--- config.mk ---
export PLATFORM = sky130hd
export DESIGN_NAME = pipe_robot_ctrl_flat
export DESIGN_NICKNAME = d
export VERILOG_FILES = /design/src/rtl/pipe_robot_if.sv /design/src/rtl/pipe_robot_ctrl.sv /design/src/flat_wrapper.sv
export SDC_FILE = /design/constraint.sdc
export NUM_CORES = 1
export LEC_CHECK = 0
export ABC_AREA = 1
export CELL_PAD_IN_SITES_DETAIL_PLACEMENT = 0
export CELL_PAD_IN_SITES_GLOBAL_PLACEMENT = 2
export CORE_MARGIN = 2
export CORE_UTILIZATION = 30
export CTS_CLUSTER_DIAMETER = 50
export CTS_CLUSTER_SIZE = 8
export DETAILED_ROUTE_END_ITERATION = 7
export GPL_TIMING_DRIVEN = 0
export PLACE_DENSITY_LB_ADDON = 0.1
export SLEW_MARGIN = 30
export SYNTH_ARGS = -nofsm -noshare
export SYNTH_HDL_FRONTEND = slang
export SYNTH_SLANG_ARGS = --single-unit
--- constraint.sdc ---
create_clock -name clock -period 1.97 [get_ports clock]
set_input_delay 0.394 -clock clock [delete_from_list [all_inputs] [get_ports clock]]
set_output_delay 0.394 -clock clock [all_outputs]
set_load 0.05 [all_outputs]
--- src/rtl/pipe_robot_if.sv ---
// Sensor and actuator bundle between the pipe robot's front-end and its controller.
// The controller takes the slave side; the sensor/actuator side takes the master side.
interface pipe_robot_if #(
    parameter int STEP_W = 8
);
    logic              follow_right;
    logic              head;
    logic              left;
    logic              right;
    logic              barrier;
    logic              under;
    logic              front;
    logic              turn;
    logic              turn_dir;
    logic              remove;
    logic              done;
    logic              fault;
    logic [STEP_W-1:0] steps;
    logic [STEP_W-1:0] trash;

    modport master (
        output follow_right, head, left, right, barrier, under,
        input  front, turn, turn_dir, remove, done, fault, steps, trash
    );

    modport slave (
        input  follow_right, head, left, right, barrier, under,
        output front, turn, turn_dir, remove, done, fault, steps, trash
    );
endinterface

--- src/rtl/pipe_robot_ctrl.sv ---
// Wall-following controller for the pipe-cleaning robot: registered actions,
// bounded turn/remove retries with sticky fault, saturating step/trash counters.
module pipe_robot_ctrl #(
    parameter int MAX_TURNS  = 4,
    parameter int MAX_REMOVE = 3,
    parameter int STEP_W     = 8
) (
    input  logic         clock,
    input  logic         reset,
    pipe_robot_if.slave  bus
);
    localparam int TW = $clog2(MAX_TURNS + 1);
    localparam int RW = $clog2(MAX_REMOVE + 1);
    localparam logic [TW-1:0] TURN_LIM   = TW'(MAX_TURNS);
    localparam logic [RW-1:0] REMOVE_LIM = RW'(MAX_REMOVE);

    typedef enum logic [2:0] {
        ST_RESET, ST_FIRST, ST_SEARCH, ST_ROTATE, ST_FOLLOW, ST_DONE, ST_FAULT
    } state_t;

    state_t            state, state_nxt, req_state;
    logic              mode_right, mode_nxt;
    logic [TW-1:0]     turn_cnt, turn_cnt_nxt;
    logic [RW-1:0]     remove_cnt, remove_cnt_nxt;
    logic              front_q, turn_q, dir_q, remove_q, done_q, fault_q;
    logic              front_nxt, turn_nxt, dir_nxt, remove_nxt, done_nxt, fault_nxt;
    logic [STEP_W-1:0] steps_q, trash_q, steps_nxt, trash_nxt;
    logic              wall, req_front, req_turn, req_dir;

    function automatic logic [STEP_W-1:0] sat_inc(input logic [STEP_W-1:0] v);
        return (&v) ? v : v + 1'b1;
    endfunction

    assign wall = mode_right ? bus.right : bus.left;

    always_comb begin
        state_nxt      = state;
        mode_nxt       = mode_right;
        turn_cnt_nxt   = turn_cnt;
        remove_cnt_nxt = remove_cnt;
        front_nxt      = 1'b0;
        turn_nxt       = 1'b0;
        dir_nxt        = 1'b0;
        remove_nxt     = 1'b0;
        done_nxt       = done_q;
        fault_nxt      = fault_q;
        steps_nxt      = steps_q;
        trash_nxt      = trash_q;
        req_front      = 1'b0;
        req_turn       = 1'b0;
        req_dir        = 1'b0;
        req_state      = state;

        // Wall-following rule for the current state, before priorities and bounds
        case (state)
            ST_FIRST, ST_ROTATE: begin
                if (wall && !bus.head) begin
                    req_front = 1'b1;
                    req_state = ST_SEARCH;
                end else begin
                    req_turn = 1'b1;
                end
            end
            ST_SEARCH: begin
                if (wall && !bus.head) begin
                    req_front = 1'b1;
                end else if (wall) begin
                    req_turn  = 1'b1;
                    req_state = ST_ROTATE;
                end else begin
                    req_turn  = 1'b1;
                    req_dir   = 1'b1;
                    req_state = ST_FOLLOW;
                end
            end
            ST_FOLLOW: begin
                req_turn  = bus.head;
                req_front = !bus.head;
                req_state = bus.head ? ST_ROTATE : ST_SEARCH;
            end
            default: ;
        endcase

        case (state)
            ST_RESET: begin
                mode_nxt  = bus.follow_right;
                state_nxt = ST_FIRST;
            end
            ST_FIRST, ST_SEARCH, ST_ROTATE, ST_FOLLOW: begin
                if (bus.under) begin
                    state_nxt = ST_DONE;
                    done_nxt  = 1'b1;
                end else if (bus.head && bus.barrier) begin
                    state_nxt = ST_FAULT;
                    fault_nxt = 1'b1;
                end else if (bus.barrier) begin
                    if (remove_cnt == REMOVE_LIM) begin
                        state_nxt = ST_FAULT;
                        fault_nxt = 1'b1;
                    end else begin
                        remove_nxt     = 1'b1;
                        remove_cnt_nxt = remove_cnt + 1'b1;
                        turn_cnt_nxt   = '0;
                        // A new episode starts only when the previous cycle was not removing
                        if (!remove_q) trash_nxt = sat_inc(trash_q);
                    end
                end else begin
                    remove_cnt_nxt = '0;
                    if (req_front) begin
                        front_nxt    = 1'b1;
                        turn_cnt_nxt = '0;
                        steps_nxt    = sat_inc(steps_q);
                        state_nxt    = req_state;
                    end else if (req_turn && turn_cnt == TURN_LIM) begin
                        state_nxt = ST_FAULT;
                        fault_nxt = 1'b1;
                    end else if (req_turn) begin
                        turn_nxt     = 1'b1;
                        dir_nxt      = req_dir;
                        turn_cnt_nxt = turn_cnt + 1'b1;
                        state_nxt    = req_state;
                    end
                end
            end
            default: ;
        endcase
    end

    always_ff @(posedge clock or negedge reset) begin
        if (!reset) begin
            state      <= ST_RESET;
            mode_right <= 1'b0;
            turn_cnt   <= '0;
            remove_cnt <= '0;
            front_q    <= 1'b0;
            turn_q     <= 1'b0;
            dir_q      <= 1'b0;
            remove_q   <= 1'b0;
            done_q     <= 1'b0;
            fault_q    <= 1'b0;
            steps_q    <= '0;
            trash_q    <= '0;
        end else begin
            state      <= state_nxt;
            mode_right <= mode_nxt;
            turn_cnt   <= turn_cnt_nxt;
            remove_cnt <= remove_cnt_nxt;
            front_q    <= front_nxt;
            turn_q     <= turn_nxt;
            dir_q      <= dir_nxt;
            remove_q   <= remove_nxt;
            done_q     <= done_nxt;
            fault_q    <= fault_nxt;
            steps_q    <= steps_nxt;
            trash_q    <= trash_nxt;
        end
    end

    assign bus.front    = front_q;
    assign bus.turn     = turn_q;
    assign bus.turn_dir = dir_q;
    assign bus.remove   = remove_q;
    assign bus.done     = done_q;
    assign bus.fault    = fault_q;
    assign bus.steps    = steps_q;
    assign bus.trash    = trash_q;
endmodule

--- src/flat_wrapper.sv ---
// flat-port wrapper written by rule: the top's interface ports become plain ports
module pipe_robot_ctrl_flat 
#(
    parameter int MAX_TURNS  = 4,
    parameter int MAX_REMOVE = 3,
    parameter int STEP_W     = 8
)
  (clock, reset, bus_follow_right, bus_head, bus_left, bus_right, bus_barrier, bus_under, bus_front, bus_turn, bus_turn_dir, bus_remove, bus_done, bus_fault, bus_steps, bus_trash);
  pipe_robot_if #(.STEP_W(STEP_W)) bus_i ();
  input  logic clock;
  input  logic reset;
  input wire logic [$bits(bus_i.follow_right)-1:0] bus_follow_right;
  input wire logic [$bits(bus_i.head)-1:0] bus_head;
  input wire logic [$bits(bus_i.left)-1:0] bus_left;
  input wire logic [$bits(bus_i.right)-1:0] bus_right;
  input wire logic [$bits(bus_i.barrier)-1:0] bus_barrier;
  input wire logic [$bits(bus_i.under)-1:0] bus_under;
  output wire logic [$bits(bus_i.front)-1:0] bus_front;
  output wire logic [$bits(bus_i.turn)-1:0] bus_turn;
  output wire logic [$bits(bus_i.turn_dir)-1:0] bus_turn_dir;
  output wire logic [$bits(bus_i.remove)-1:0] bus_remove;
  output wire logic [$bits(bus_i.done)-1:0] bus_done;
  output wire logic [$bits(bus_i.fault)-1:0] bus_fault;
  output wire logic [$bits(bus_i.steps)-1:0] bus_steps;
  output wire logic [$bits(bus_i.trash)-1:0] bus_trash;
  assign bus_i.follow_right = bus_follow_right;
  assign bus_i.head = bus_head;
  assign bus_i.left = bus_left;
  assign bus_i.right = bus_right;
  assign bus_i.barrier = bus_barrier;
  assign bus_i.under = bus_under;
  assign bus_front = bus_i.front;
  assign bus_turn = bus_i.turn;
  assign bus_turn_dir = bus_i.turn_dir;
  assign bus_remove = bus_i.remove;
  assign bus_done = bus_i.done;
  assign bus_fault = bus_i.fault;
  assign bus_steps = bus_i.steps;
  assign bus_trash = bus_i.trash;
  pipe_robot_ctrl #(.MAX_TURNS(MAX_TURNS), .MAX_REMOVE(MAX_REMOVE), .STEP_W(STEP_W)) u_core (.clock(clock), .reset(reset), .bus(bus_i));
endmodule
==> impl_metrics.py, run 1 <==
metrics = {
    "clocking": {
        "cts.path.max_buffers": 2,
        "htreeDepth": 2,
        "cts.reportedPaths.clkPinSlew_ns": 0.07,
        "cts_tree": "built",
        "cts_inserted_buffers": 5,
        "clock-root-buffer": "clkbuf_8",
        "clock-sinks": 31,
        "clk_latency_ns": 0.28,
    },
    "global_routing": {
        "grt_usage_pct": 14.1,
        "grt_pass1_wl_mm": 7.04,
        "gr-total-overflow": 0,
        "grt_pass1_vias": 1474,
        "grt_max_degree": 22,
        "antenna_found_initial": 0,
    },
    "die": {
        "die_h_microns": 81.0,
        "core-area_sq_um": 5820,
        "initial_core_util_pct": 30.6,
        "fp.dieW_microns": 81.0,
        "dieArea_sq_um": 6570,
        "ios": 30,
        "rows": 28,
    },
    "timing": {
        "finalHoldViolCount": 0,
        "max_clock_freq_mhz": 524,
        "rsz0062_at_grt": "false",
        "worst-slew-pin-transition_ns": 0.506,
        "setup_viol_count_final": 0,
        "worst_slack_ns": 0.0626,
        "relSlewSlack_pct": 66.2,
        "finClkSkew_ns": 0.00712,
        "fin_crit_ns": 1.91,
        "drv_slew": 0,
        "fin_crit_sh_pct": 96.8,
    },
    "final_layout": {
        "drive_gt1_share_pct": 8.18,
        "fin_nets": 281,
        "n_antenna_cell": 0,
        "area_growth_pct": 30.1,
        "postLayoutCellArea_sq_um": 2320,
    },
    "setup_path": {
        "start_kind": "flip-flop",
        "cp_max_fo": 4,
        "crit_type": "flip-flop to output pin",
        "path_cells": "clkdlybuf4s50_1",
        "endpoint_kind": "output pin",
        "crit_family": "buffers and inverters",
        "critPathBufInv": 1,
        "cp_slowest_cell": "clkdlybuf4s50_1",
        "slowest_delay_ns": 0.82,
        "crit_arrival_ns": 1.51,
        "worstPathRequired_ns": 1.58,
    },
    "logic_synthesis": {
        "yosys.cell_count.top_type": "nand2_1",
        "synth_seq_area_share_pct": 43.6,
        "synth_nets": 242,
        "synth.distinct_cells": 26,
        "synth_cells": 229,
        "syn_area_sq_um": 1780,
        "yosysTopAreaCellShare_pct": 43.6,
        "ys_top_cells_by_area": "dfrtp_1 44%, nand2_1 14%, inv_1 7.0%",
        "synthFlopType": "dfrtp_1",
        "yosysTopAreaCell": "dfrtp_1",
        "synth.yosys.warnings": 0,
        "avgSynthCellArea_sq_um": 7.77,
        "synthTopCellsByCount": "67 x nand2_1, 33 x inv_1, 31 x dfrtp_1",
        "synth-seq-cells": 31,
        "synth_edf_count": 0,
        "async_flop_share_pct": 100,
    },
    "status": {
        "status": "finished, final reports clean",
    },
    "route": {
        "drtIter0Drc": 68,
        "viasPerCell": 4.42,
        "vias": 1520,
        "drc": 0,
        "wirelength_mm": 4.13,
        "drtPass1Iterations": 4,
        "avgRoutedWirePerCell_microns": 12.0,
        "drtAntennaViolNets": 0,
    },
    "placement": {
        "dp_slack_ns": -0.532,
        "place_congestion": 0.724,
        "dp_hpwl_mm": 3.12,
        "place_area_sq_um": 2190,
        "port_buffers": 29,
    },
    "run": {
        "drv_cap": 0,
    },
    "power_and_ir_drop": {
        "ir_drop_uv": 639,
        "powerDensity_nw_per_um2": 1330,
        "clkPwrFrac_pct": 18.1,
        "netSwitchingPower_uw": 1430,
        "switching_share_pct": 46.5,
        "power.leakage_uw": 0.00125,
        "internal_power_uw": 1650,
        "p_comb_share_pct": 48.2,
        "seqPwrFrac_pct": 33.6,
    },
    "hold_path": {
        "holdCritPathClass": "flip-flop to flip-flop",
    },
}
[through the flow]
| step | power (uW) | TNS (ns) | util (%) | hold slack [ns] | instances |
|---|---|---|---|---|---|
| after global placement | 2550 | -10.59 | 37.2 | 0.440 | 333 |
| after global routing | 3350 | 0 | 39.8 | 0.490 | 344 |
| after CTS | 3130 | 0 | 39.6 | 0.460 | 344 |
| final | 3080 | 0 | 39.8 | 0.453 | 344 |
| after floorplan | 2090 | 0 | - | 0.0984 | 229 |
| after detailed placement | 2550 | -4.76 | 37.6 | 0.303 | 334 |
[power by group through the flow]
stage          sequential, uW  clock, uW  combinational (uW)
2_1_floorplan            1420          0                 675
3_3_place_gp             1050          0                1500
3_5_place_dp             1050          0                1510
4_1_cts                  1040        583                1510
5_1_grt                  1070        618                1660
6_report                 1040        559                1480
[cells in the final DEF, fill, tap and decap left out, drive strengths merged, types with 2 or more instances in the layout]
| master | n |
|---|---|
| a21oi | 6 |
| o21ai | 12 |
| nand4 | 5 |
| dfrtp | 31 |
| dlygate4sd2 | 2 |
| nand3 | 21 |
| nand2 | 70 |
| dlymetal6s2s | 6 |
| o21bai | 2 |
| nor3 | 3 |
| nor2 | 18 |
| clkdlybuf4s50 | 20 |
| ha | 5 |
| clkbuf | 8 |
| xor2 | 13 |
| inv | 34 |
| buf | 6 |
[registers in the layout, indices dropped and copies added, names as in the netlist]
register             count
u_core.bus.front         1
u_core.bus.remove        1
u_core.bus.turn          1
u_core.mode_right        1
u_core.state             3
u_core.bus.turn_dir      1
u_core.bus.done          1
u_core.remove_cnt        2
u_core.bus.fault         1
u_core.bus.steps         8
u_core.bus.trash         8
u_core.turn_cnt          3
[cells by family (layout without fill, tap and decap cells)]
family | Yosys count | after routing | share of synthesized area [%]
compound gates | 23 | 23 | 7.52
fa+ha+maj | 5 | 5 | 3.51
flops | 31 | 31 | 43.6
simple gates | 120 | 120 | 30.6
xor+xnor | 13 | 13 | 6.39
buf+inv | 37 | 77 | 8.36
[what timing repair did]
action,4_1_cts,5_1_grt
endpoints found under the setup margin,10,6
buffers inserted,1,0
pin swaps,1,0
gates resized for setup,2,6
endpoints found under the hold margin,2,0
hold buffers,1,0
[routing by layer]
layer  global-route usage [%]  vias to the layer above  part of all wire [%]
met2                     23.6                       25                    49
met3                     3.67                        7                   3.2
li1                         -                      802                     -
met5                        0                        -                     0
met4                     5.08                        0                   1.6
met1                     17.5                      686                    46
[cell type report]
class                      instances  area [sq um]
tap                               75          93.8
fill                             646          3500
clock buffer                       8           100
buffer                             3          21.3
timing repair buffer              32           343
multi-input combinational        161           856
sequential                        31           776
inverter                          34           128
[final timing paths]
| check | from | slack (ns) | depth (start not counted) | endpoint |
|---|---|---|---|---|
| max | u_core.bus.steps[0] | 0.06 | 1 | bus_steps[0] |
| min | u_core.bus.fault | 0.45 | 1 | u_core.bus.fault |
| max reg2reg | u_core.state[0] | 0.26 | 9 | u_core.bus.steps[1] |
| min reg2reg | u_core.bus.fault | 0.45 | 1 | u_core.bus.fault |
| max in group asynchronous | reset | 1.03 | 3 | u_core.bus.trash[0] |
| min in group asynchronous | reset | 0.54 | 2 | u_core.bus.steps[0] |
Power figures use the tool's default switching activity.
==> run 2: changes to the inputs <==
--- a/config.mk
+++ b/config.mk
@@ -5,11 +5,10 @@
 export SDC_FILE = /design/constraint.sdc
 export NUM_CORES = 1
 export LEC_CHECK = 0
-export ABC_AREA = 1
 export CELL_PAD_IN_SITES_DETAIL_PLACEMENT = 0
 export CELL_PAD_IN_SITES_GLOBAL_PLACEMENT = 2
 export CORE_MARGIN = 2
-export CORE_UTILIZATION = 30
+export CORE_UTILIZATION = 33
 export CTS_CLUSTER_DIAMETER = 50
 export CTS_CLUSTER_SIZE = 8
 export DETAILED_ROUTE_END_ITERATION = 7
==> run 2 against run 1 <==
Clock power is 14% lower. Utilization is 5.2 points higher. Register-to-register slack worse by 0.26 ns. First-iteration DRC count stayed put. Highest routed layer unchanged. Setup slack worse by 0.058 ns. Area after synthesis is 5.1% lower. Sequential share of layout area is 1.1 points higher. Die area is 13% lower. Clock skew is 0.0042 ns lower. Largest power group is now sequential cells. Critical path type is now flip-flop to flip-flop.
==> impl_metrics.py, run 2 <==
metrics = {
    "status": {
        "status": "finished, final reports clean",
    },
    "setup_path": {
        "crit_arrival_ns": 2.13,
        "crit_family": "simple AND/OR/NAND/NOR gates",
        "ff2ff_path_depth": 5,
        "path_cells": "ha_2 -> or3b_4 -> nor4_4 -> nand3b_1 -> mux2_4",
        "slowest_delay_ns": 0.41,
        "reg2reg_slack_ns": 0.004,
        "start_kind": "flip-flop",
        "path_depth": 5,
        "cp_max_fo": 4,
        "endpoint_kind": "flip-flop",
        "critPathBufInv": 0,
        "endpoint": "u_core.bus.trash[1]",
        "crit_type": "flip-flop to flip-flop",
        "r2r-start": "u_core.remove_cnt[1]",
        "crit_start": "u_core.remove_cnt[1]",
        "r2r-end": "u_core.bus.trash[1]",
        "worstPathRequired_ns": 2.13,
        "cp_slowest_cell": "or3b_4",
    },
    "clocking": {
        "cts.reportedPaths.clkPinSlew_ns": 0.06,
        "cts.path.max_buffers": 2,
        "cts_hold_buf": 0,
        "cts_inserted_buffers": 5,
        "htreeDepth": 2,
        "clock-sinks": 31,
        "clock-root-buffer": "clkbuf_8",
        "cts_tree": "built",
        "clk_latency_ns": 0.28,
    },
    "logic_synthesis": {
        "synthTopCellsByCount": "31 x dfrtp_1, 10 x nand3_1, 10 x xnor2_1",
        "avgSynthCellArea_sq_um": 10.8,
        "yosys.cell_count.top_type": "dfrtp_1",
        "synth.yosys.warnings": 0,
        "synth_seq_area_share_pct": 45.9,
        "synth_nets": 169,
        "synth_adder_area_share_pct": 3.70,
        "synth_compound_area_share_pct": 13.9,
        "synth-seq-cells": 31,
        "synthSimpleGateAreaFrac_pct": 21.9,
        "synth_top_family_by_area": "simple AND/OR/NAND/NOR gates",
        "synth_cells": 156,
        "syn_area_sq_um": 1690,
        "yosysTopAreaCell": "dfrtp_1",
        "synth.distinct_cells": 54,
        "synth_xor_area_share_pct": 7.26,
        "yosysTopAreaCellShare_pct": 45.9,
        "async_flop_share_pct": 100,
        "ys_top_cells_by_area": "dfrtp_1 46%, xnor2_1 5.2%, ha_1 3.7%",
        "synthMuxAreaShare_pct": 3.93,
        "synth_edf_count": 0,
        "synthFlopType": "dfrtp_1",
    },
    "timing": {
        "relSlewSlack_pct": 53.3,
        "fin_crit_sh_pct": 99.8,
        "setup_viol_count_final": 0,
        "drv_slew": 0,
        "rsz0062_at_grt": "true",
        "finalHoldViolCount": 0,
        "fin_crit_ns": 1.97,
        "max_clock_freq_mhz": 509,
        "finClkSkew_ns": 0.00288,
        "worst-slew-pin-transition_ns": 0.701,
    },
    "global_routing": {
        "grt_pass1_vias": 1329,
        "antenna_found_initial": 0,
        "grt_max_degree": 32,
        "gr-total-overflow": 0,
        "grt_usage_pct": 15.3,
        "grt_pass1_wl_mm": 6.53,
    },
    "final_layout": {
        "drive_gt1_share_pct": 21.6,
        "n_antenna_cell": 0,
        "fin_nets": 211,
        "finalNonFillerCells": 269,
        "final_common_cell": "dfrtp_1",
        "area_growth_pct": 33.6,
        "fillers": 516,
        "layout_common_cells": "27 x dfrtp_1, 22 x clkdlybuf4s50_1, 10 x nand3_1, 10 x xnor2_1, 9 x nand2_1",
    },
    "placement": {
        "dp_cells": 254,
        "dp_hpwl_mm": 2.76,
        "port_buffers": 28,
        "place_congestion": 0.773,
    },
    "die": {
        "rows": 26,
        "initial_core_util_pct": 33.7,
        "die_h_microns": 75.5,
        "dieArea_sq_um": 5710,
        "ios": 30,
        "core-area_sq_um": 5010,
        "fp.dieW_microns": 75.5,
    },
    "route": {
        "drtAntennaViolNets": 0,
        "viasPerCell": 5.09,
        "drtPass1Iterations": 4,
        "drtIter0Drc": 68,
        "avgRoutedWirePerCell_microns": 14.9,
        "drc": 0,
        "vias": 1369,
        "wirelength_mm": 4.01,
    },
    "power_and_ir_drop": {
        "powerDensity_nw_per_um2": 557,
        "p_total_uw": 1260,
        "power.leakage_uw": 0.000994,
        "ir_drop_uv": 282,
    },
    "hold_path": {
        "holdCritPathClass": "input port to asynchronous set/reset pin",
    },
    "run": {
        "drv_cap": 0,
    },
}
## run 2: cell types whose count changed after synthesis, sizes merged, moves of 9 or more
| cell | delta |
|---|---|
| nor2 | -15 |
| xor2 | -9 |
| xnor2 | +10 |
| nand2 | -61 |
| nand3 | -11 |
| inv | -25 |
## run 2: per-layer routing
layer | part of all wire, % | track usage (%)
met5 | 0 | 0
met4 | 1.4 | 5.26
met3 | 3.8 | 3.84
met2 | 49 | 25.3
met1 | 46 | 19.4
## run 2: cell families after synthesis
kind of cell,after synthesis
AOI/OAI and AO/OA,27
xor gates and xnor gates,14
adders and majority gates,5
buffers and inverters,14
DFF,31
muxes,6
and+or+nand+nor,59
## run 2: stage by stage
| step | TNS [ns] | worst slack [ns] | hold slack [ns] | area (sq um) | util (%) |
|---|---|---|---|---|---|
| 2_1_floorplan | 0 | 0.0476 | 0.0984 | 1690 | - |
| 3_3_place_gp | -10.84 | -0.539 | 0.461 | 2060 | 41.1 |
| 3_5_place_dp | -8.03 | -0.548 | 0.465 | 2050 | 41.0 |
| 4_1_cts | -0.0235 | -0.0235 | 0.190 | 2160 | 43.1 |
| 5_1_grt | -0.257 | -0.0596 | 0.219 | 2260 | 45.0 |
| 6_report | 0 | 0.00411 | 0.157 | 2260 | 45.0 |
## run 2: power breakdown
part           total (uW)  switching, uW  internal (uW)
clock                 479            231            248
sequential            661           12.6            649
combinational         117           71.8           45.0
## run 2: timing repair
action	4_1_cts	5_1_grt
resized for setup	3	20
setup buffers	3	4
endpoints found under the setup margin	16	17
pin swaps	1	6
## run 2: cell type report
| cell class | instances | area (sq um) | area share (%) |
|---|---|---|---|
| inverters | 9 | 33.8 | 1.50 |
| clock buffers | 7 | 76.3 | 3.38 |
| clock inverters | 1 | 5.00 | 0.222 |
| well taps | 70 | 87.6 | 3.88 |
| plain buffers | 5 | 26.3 | 1.16 |
| repair buffers | 35 | 333 | 14.8 |
| multi-input cells | 111 | 913 | 40.5 |
| flip-flops and latches | 31 | 781 | 34.6 |
## run 2: how the worst min path moves through the flow
stage,endpoint,depth (start not counted),slack (ns),from
5_1_grt,u_core.bus.turn,1,0.22,reset
3_5_place_dp,u_core.bus.fault,1,0.46,u_core.bus.fault
2_1_floorplan,u_core.bus.done,0,0.1,reset
6_report,u_core.turn_cnt[0],1,0.16,reset
3_3_place_gp,u_core.bus.fault,1,0.46,u_core.bus.fault
4_1_cts,u_core.turn_cnt[0],1,0.19,reset
## run 2: worst register-to-register path: cells and delay by family (launching register included)
family | cells | cell delay, ns
adder cells (fa/ha/maj) | 1 | 0.19
AND/OR/NAND/NOR | 3 | 0.94
flip-flops | 1 | 0.39
multiplexers | 1 | 0.33
==> run 3: changes to the inputs <==
--- a/config.mk
+++ b/config.mk
@@ -5,6 +5,7 @@
 export SDC_FILE = /design/constraint.sdc
 export NUM_CORES = 1
 export LEC_CHECK = 0
+export CAP_MARGIN = 40
 export CELL_PAD_IN_SITES_DETAIL_PLACEMENT = 0
 export CELL_PAD_IN_SITES_GLOBAL_PLACEMENT = 2
 export CORE_MARGIN = 2
@@ -13,6 +14,7 @@
 export CTS_CLUSTER_SIZE = 8
 export DETAILED_ROUTE_END_ITERATION = 7
 export GPL_TIMING_DRIVEN = 0
+export MAX_ROUTING_LAYER = met4
 export PLACE_DENSITY_LB_ADDON = 0.1
 export SLEW_MARGIN = 30
 export SYNTH_ARGS = -nofsm -noshare
==> run 3 against run 2 <==
First-iteration DRC count unchanged. Sequential cell count unchanged. Sequential power about the same. Hold slack about the same. Via count unchanged. Sequential share of layout area unchanged. Clock-buffer cell count unchanged. Global-route usage increased by 0.47 points. Clock skew about the same. Critical path type unchanged. Highest routed layer unchanged.
==> impl_metrics.py, run 3 (synthesis gave the netlist of run 2 again) <==
metrics = {
    "status": {
        "status": "finished, final reports clean",
    },
    "clocking": {
        "cts.reportedPaths.clkPinSlew_ns": 0.06,
        "clock-sinks": 31,
        "clock-root-buffer": "clkbuf_8",
        "htreeDepth": 2,
        "clk_latency_ns": 0.28,
        "cts_inserted_buffers": 5,
        "cts_tree": "built",
        "cts.path.max_buffers": 2,
        "cts_hold_buf": 0,
    },
    "power_and_ir_drop": {
        "p_total_uw": 1260,
        "ir_drop_uv": 282,
        "power.leakage_uw": 0.000994,
        "powerDensity_nw_per_um2": 557,
    },
    "final_layout": {
        "fillers": 516,
        "layout_common_cells": "27 x dfrtp_1, 22 x clkdlybuf4s50_1, 10 x nand3_1, 10 x xnor2_1, 9 x nand2_1",
        "n_antenna_cell": 0,
        "drive_gt1_share_pct": 21.6,
        "area_growth_pct": 33.6,
        "final_common_cell": "dfrtp_1",
        "finalNonFillerCells": 269,
        "fin_nets": 211,
    },
    "timing": {
        "drv_slew": 0,
        "rsz0062_at_grt": "true",
        "fin_crit_sh_pct": 99.8,
        "fin_crit_ns": 1.97,
        "setup_tns_ns": 0,
        "relSlewSlack_pct": 53.3,
        "worst-slew-pin-transition_ns": 0.701,
        "max_clock_freq_mhz": 509,
        "finClkSkew_ns": 0.00290,
        "setup_viol_count_final": 0,
        "finalHoldViolCount": 0,
    },
    "route": {
        "viasPerCell": 5.09,
        "avgRoutedWirePerCell_microns": 14.9,
        "wirelength_mm": 4.01,
        "drtIter0Drc": 68,
        "drc": 0,
        "vias": 1369,
        "drtPass1Iterations": 4,
        "drtAntennaViolNets": 0,
    },
    "die": {
        "die_h_microns": 75.5,
        "ios": 30,
        "initial_core_util_pct": 33.7,
        "dieArea_sq_um": 5710,
        "rows": 26,
        "core-area_sq_um": 5010,
        "fp.dieW_microns": 75.5,
    },
    "run": {
        "drv_cap": 0,
    },
    "global_routing": {
        "grt_usage_pct": 15.7,
        "grt_pass1_vias": 1335,
        "gr-total-overflow": 0,
        "antenna_found_initial": 0,
        "grt_max_degree": 32,
        "grt_pass1_wl_mm": 6.53,
    },
    "placement": {
        "place_congestion": 0.784,
        "dp_cells": 254,
        "port_buffers": 28,
        "dp_hpwl_mm": 2.76,
    },
    "setup_path": {
        "start_kind": "flip-flop",
        "crit_type": "flip-flop to flip-flop",
        "endpoint_kind": "flip-flop",
        "reg2reg_slack_ns": 0.004,
        "crit_arrival_ns": 2.13,
        "cp_max_fo": 4,
        "worstPathRequired_ns": 2.13,
    },
    "hold_path": {
        "holdCritPathClass": "input port to asynchronous set/reset pin",
    },
}
[run 3: cell counts in the layout (fill, tap and decap cells not counted)]
Identical to the previous run, type by type.
[run 3: final cells by class]
type	instances	area, sq um	area share (%)
buffer	5	26.3	1.16
clock buffer	7	76.3	3.38
clock inverter	1	5.00	0.222
inverter	9	33.8	1.50
multi-input combinational	111	913	40.5
sequential	31	781	34.6
tap	70	87.6	3.88
timing repair buffer	35	333	14.8
[run 3: power by group]
group | switching, uW | internal (uW)
combinational | 71.8 | 45.0
clock | 231 | 248
sequential | 12.6 | 649
[run 3: layer usage]
metal	global-route usage (%)	vias to the layer above	routed length, microns
met1	19.6	681	1850
met4	5.26	0	55
met2	25.3	23	1960
met5	-	-	0
met3	3.57	5	139
li1	-	660	-
[run 3: metrics by stage]
stage / hold slack (ns) / worst slack, ns / cell area [sq um] / util, %
2_1_floorplan: 0.0984 / 0.0476 / 1690 / -
3_3_place_gp: 0.461 / -0.539 / 2060 / 41.1
3_5_place_dp: 0.465 / -0.548 / 2050 / 41.0
4_1_cts: 0.190 / -0.0235 / 2160 / 43.1
5_1_grt: 0.219 / -0.0596 / 2260 / 45.0
6_report: 0.157 / 0.00408 / 2260 / 45.0
[run 3: critical path, cell delays in order (launching register included)]
cell,delay (ns)
dfrtp_1,0.39
ha_2,0.19
or3b_4,0.41
nor4_4,0.34
nand3b_1,0.19
mux2_4,0.33
[run 3: repair_timing]
item	CTS	global route
hold endpoints to repair	0	0
pin swaps	1	6
buffers inserted	3	4
gates resized for setup	3	20
endpoints found under the setup margin	16	17
[run 3: final timing paths]
check	start	end	cells past startpoint
min in group clock	u_core.bus.fault	u_core.bus.fault	1
max	u_core.remove_cnt[1]	u_core.bus.trash[1]	5
min	reset	u_core.turn_cnt[0]	1
max reg2reg	u_core.remove_cnt[1]	u_core.bus.trash[1]	5
min reg2reg	u_core.bus.fault	u_core.bus.fault	1
max in group asynchronous	reset	u_core.bus.steps[1]	1
